$ cat src/rtl/hack_ram8_if.sv
// Bus bundle for the Hack RAM8 stage: write data, address, strobes and read-back.
// The master drives requests; the RAM8 block sits on the slave side.
interface hack_ram8_if #(
    parameter int WIDTH = 16
);
    logic [WIDTH-1:0] data_in;
    logic [2:0]       addr_in;
    logic             load_in;
    logic             clear_in;
    logic [WIDTH-1:0] data_out;
    logic             busy_out;

    modport master (
        output data_in, addr_in, load_in, clear_in,
        input  data_out, busy_out
    );

    modport slave (
        input  data_in, addr_in, load_in, clear_in,
        output data_out, busy_out
    );
endinterface

$ cat src/rtl/hack_ram8.sv
// Eight-word register file with one-hot load decode and a sequential clear sweep.
// Optional write-through forwarding is compiled in with HACK_RAM8_WRITE_BYPASS_EN.
module hack_ram8 #(
    parameter int WIDTH = 16
) (
    input  logic           clk_in,
    input  logic           rst_in,
    hack_ram8_if.slave     bus
);
    localparam int DEPTH = 8;

    typedef enum logic {IDLE, CLEAR} state_t;

    state_t           state_q, state_d;
    logic [2:0]       sweepCnt_q, sweepCnt_d;
    logic [WIDTH-1:0] word_q [DEPTH];
    logic [DEPTH-1:0] loadVec;
    logic [DEPTH-1:0] clearVec;

    // State, sweep counter and storage; reset clears everything without a clock edge
    always_ff @(posedge clk_in or posedge rst_in) begin
        if (rst_in) begin
            state_q    <= IDLE;
            sweepCnt_q <= 3'd0;
            for (int i = 0; i < DEPTH; i++) begin
                word_q[i] <= '0;
            end
        end else begin
            state_q    <= state_d;
            sweepCnt_q <= sweepCnt_d;
            for (int i = 0; i < DEPTH; i++) begin
                if (clearVec[i]) begin
                    word_q[i] <= '0;
                end else if (loadVec[i]) begin
                    word_q[i] <= bus.data_in;
                end
            end
        end
    end

    always_comb begin
        state_d    = state_q;
        sweepCnt_d = sweepCnt_q;
        case (state_q)
            IDLE: begin
                if (bus.clear_in) begin
                    state_d    = CLEAR;
                    sweepCnt_d = 3'd0;
                end
            end
            CLEAR: begin
                sweepCnt_d = sweepCnt_q + 3'd1;
                if (sweepCnt_q == 3'd7) begin
                    state_d = IDLE;
                end
            end
            default: state_d = IDLE;
        endcase
    end

    // Demux the strobe into one-hot loads; writes only land while idle
    always_comb begin
        loadVec  = '0;
        clearVec = '0;
        if (state_q == IDLE && bus.load_in) begin
            loadVec[bus.addr_in] = 1'b1;
        end
        if (state_q == CLEAR) begin
            clearVec[sweepCnt_q] = 1'b1;
        end
    end

    always_comb begin
        bus.busy_out = (state_q == CLEAR);
        bus.data_out = word_q[bus.addr_in];
`ifdef HACK_RAM8_WRITE_BYPASS_EN
        if (state_q == IDLE && bus.load_in) begin
            bus.data_out = bus.data_in;
        end
`endif
    end
endmodule

$ cat src/flat_wrapper.sv
// flat-port wrapper written by rule: the top's interface ports become plain ports
module hack_ram8_flat 
#(
    parameter int WIDTH = 16
)
  (clk_in, rst_in, bus_data_in, bus_addr_in, bus_load_in, bus_clear_in, bus_data_out, bus_busy_out);
  hack_ram8_if #(.WIDTH(WIDTH)) bus_i ();
  input  logic clk_in;
  input  logic rst_in;
  input wire logic [$bits(bus_i.data_in)-1:0] bus_data_in;
  input wire logic [$bits(bus_i.addr_in)-1:0] bus_addr_in;
  input wire logic [$bits(bus_i.load_in)-1:0] bus_load_in;
  input wire logic [$bits(bus_i.clear_in)-1:0] bus_clear_in;
  output wire logic [$bits(bus_i.data_out)-1:0] bus_data_out;
  output wire logic [$bits(bus_i.busy_out)-1:0] bus_busy_out;
  assign bus_i.data_in = bus_data_in;
  assign bus_i.addr_in = bus_addr_in;
  assign bus_i.load_in = bus_load_in;
  assign bus_i.clear_in = bus_clear_in;
  assign bus_data_out = bus_i.data_out;
  assign bus_busy_out = bus_i.busy_out;
  hack_ram8 #(.WIDTH(WIDTH)) u_core (.clk_in(clk_in), .rst_in(rst_in), .bus(bus_i));
endmodule
$ cat config.mk
export PLATFORM = sky130hd
export DESIGN_NAME = hack_ram8_flat
export DESIGN_NICKNAME = d
export VERILOG_FILES = /design/src/rtl/hack_ram8_if.sv /design/src/rtl/hack_ram8.sv /design/src/flat_wrapper.sv
export SDC_FILE = /design/constraint.sdc
export NUM_CORES = 1
export LEC_CHECK = 0
export BUFFER_PORTS_ARGS = -buffer_cell sky130_fd_sc_hd__buf_2
export CORE_MARGIN = 2
export CORE_UTILIZATION = 65
export DETAILED_ROUTE_END_ITERATION = 8
export PLACE_DENSITY_LB_ADDON = 0.15
export SETUP_SLACK_MARGIN = 0.4
export SYNTH_ARGS = -nofsm -noshare
export SYNTH_HDL_FRONTEND = slang
export SYNTH_SLANG_ARGS = --single-unit
export TNS_END_PERCENT = 100
$ cat constraint.sdc
create_clock -name clk_in -period 11.5 [get_ports clk_in]
set_clock_uncertainty 0.2 [all_clocks]
set_input_delay 0 -clock clk_in [delete_from_list [all_inputs] [get_ports clk_in]]
set_output_delay 0 -clock clk_in [all_outputs]
set_load 0.01 [all_outputs]
==> out/results.txt <==
Fin area - 7470 um^2
Die area - 10900 um^2
Power Total - 1.71 mW
Sequential group share of total power - 43.4%
Synthesized Nets - 550
R2R Setup Slk - 8.97 ns
CTS Buf Count - 17
DRC violations left - 0
Vias in the first global route - 4691
R2r startpoint - u_core.bus.busy_out
IO Pins - 40
Pwr Density - 229 nW/um^2
Diodes inserted - 0
Switching share of power - 32.8%
CP startpoint - u_core.bus.busy_out
Largest net degree at the start of global routing - 79
Top sig layer - met4
Clk pwr share - 29.7%
Root buffer cell - clkbuf_8
Starting Density - 67.1%
PnR worst setup slack - 8.97 ns
Port buffer count - 39
Fmax - 396 MHz
HP Class - input pin to register
CP required - 11.67 ns
Final setup vio count - 0
Distinct cell type count after synthesis - 31
Slew headroom - 23.2%
Wl on met1 - 6.76 mm
Met3 routed WL - 958 um
Total track usage - 31.6%
Period minus WS final - 2.53 ns
FP Rows - 36
Netlist Area Pre-Place - 6560 um^2
Routed via count - 4420
Register bit total from synthesis - 132
CTS sink cnt - 132
Core area - 9770 um^2
CP Class - register to register
Max Cap Viol - 0
CTS clk-pin slew, worst paths - 0.06 ns
Latest clock arrival within the worst-skew pair - 0.53 ns
# resized after CTS - 0
Synth Area per Inst - 12.5 um^2
Max FO, Critical Path - 22
Post-DP Area - 6730 um^2
Combinational power share - 26.9%
Lkg Pwr - 3.90 nW
Fin util - 76.4%
Period utilisation layout - 22.0%
Total Neg Setup Slack - 0 ns
Non-Filler Instances - 714
Area added between synthesis and finish - 13.9%
CP endpoint kind - register
FILL cells - 626
Share of cells above drive strength 1 - 22.7%
Die width - 104 um
Hold_sp - bus_clear_in
Inst Count DP - 664
WL met2 - 7.91 mm
CP startpoint kind - register
Vias per inst - 6.19
Routed wire length per instance - 22.3 um
Final net count - 595
H-tree depth - 4
Die Ht - 104 um
Post-detail-place hpwl - 9.06 mm
DRT Wirelength - 15.9 mm
Final Max Slew Viols - 0
Overflow left after global routing - 0
GPL Wtd Cong - 0.755
Worst EP arrival - 2.70 ns
Initial DRT Pass Iterations - 5
Post-synthesis sequential area ratio - 50.3%
FF-to-FF End - u_core.word_q[4]
Drt initial violations - 300
R2R cell count - 3
Final hold violations - 0
Antenna violations before repair - 0
Setup crit end - u_core.word_q[4]
RSZ-0062 raised after global routing - no
Post-route ant nets - 0
Slew @ Worst Pin - 1.15 ns
Pre-CTS WS - 9.02 ns
Clk buf depth - 2
Ys Warns - 0
Global-route wire length before repair - 25.8 mm
Net Switching - 0.561 mW
Hold WS - 0.0443 ns
Int Pwr - 1.15 mW
Synthesized netlist cell count - 525
Status - complete, no violations
VDD IR max - 0.146 mV
CTS tree - built
## cell usage after synthesis
master	instances	area share, %
dfrtp_1	132	50
nand2_1	131	7.5
mux2i_1	128	20
mux4_2	32	11
inv_1	17	0.97
mux2_2	17	2.9
buf_2	15	1.1
clkbuf_1	12	0.69
buf_6	6	1.0
buf_4	5	0.57
nand4b_1	3	0.40
nand4bb_1	3	0.51
ha_1	2	0.38
nand2b_1	2	0.19
nor2_1	2	0.11
o21ai_0	2	0.15
or3_1	2	0.19
a21oi_1	1	0.076
buf_12	1	0.31
nand2_2	1	0.095
nand2b_4	1	0.21
nand3_2	1	0.15
nand3b_1	1	0.11
nand3b_4	1	0.31
nand4_1	1	0.095
nor2_2	1	0.095
nor2_4	1	0.17
nor3_4	1	0.25
nor3b_2	1	0.19
or4_4	1	0.17
or4b_1	1	0.15
## flip-flops by register name (all words and copies together), names as in the netlist
name / cells
u_core.word_q: 128
u_core.sweepCnt_q: 3
u_core.bus.busy_out: 1
## worst min-delay path by stage
stage | end | slack [ns] | depth (start not counted)
global placement | u_core.word_q[41] | -0.06 | 2
finish | u_core.sweepCnt_q[1] | 0.04 | 3
detailed placement | u_core.word_q[9] | -0.05 | 2
global route | u_core.sweepCnt_q[2] | 0.05 | 3
CTS | u_core.sweepCnt_q[1] | 0.02 | 3
floorplan | u_core.sweepCnt_q[1] | -0.09 | 1
## metal layers
metal	global-route usage, %	vias to the layer above
met1	43.0	2307
li1	-	1911
met2	50.2	179
met5	0	-
met4	10.9	0
met3	7.96	23
## power groups by stage
stage	sequential [mW]	combinational (mW)	clock [mW]
after floorplan	0.697	0.358	0
after CTS	0.738	0.461	0.510
after global placement	0.731	0.426	0
final	0.742	0.460	0.507
after detailed placement	0.740	0.451	0
after global routing	0.760	0.507	0.531
## logic make-up after synthesis
kind of cell / share of synthesized area [%]
mux: 33.4
simple gates: 10.9
flops: 50.3
buf+inv: 4.71
compound gates: 0.229
fa+ha+maj: 0.381
## critical path: stages, from the launching register on
cell and delay [ns]:
dfrtp_1 0.68, nand4_1 1.02, nand2_1 0.36, mux2i_1 0.12
## repair_timing
item                                   in CTS  in global routing
hold buffers                               20                  0
setup buffers                               0                  0
endpoints found under the hold margin     186                  0
## layout make-up
cell class,count,area (um^2),area share (%)
Clock buffer,20,435,5.83
Clock inverter,10,110,1.47
Inverter,17,66.3,0.888
Multi-Input combinational cell,337,2950,39.5
Sequential cell,132,3300,44.2
Tap cell,133,166,2.23
Timing Repair Buffer,65,440,5.90
## cell usage in the layout (no fill, tap or decap), types with 2 or more instances in the layout
cell,n
nand2b_1,2
clkbuf_16,16
clkinv_2,4
inv_1,16
dfrtp_1,132
nand4bb_1,3
buf_2,39
bufinv_16,2
dlygate4sd3_1,20
clkinvlp_4,4
clkbuf_8,2
or3_1,2
nor2_1,2
ha_1,2
o21ai_0,2
buf_4,6
clkbuf_1,2
nand2_1,131
mux2_2,17
mux4_2,32
nand4b_1,3
mux2i_1,128
No activity file was read; power rests on OpenSTA's default activity.
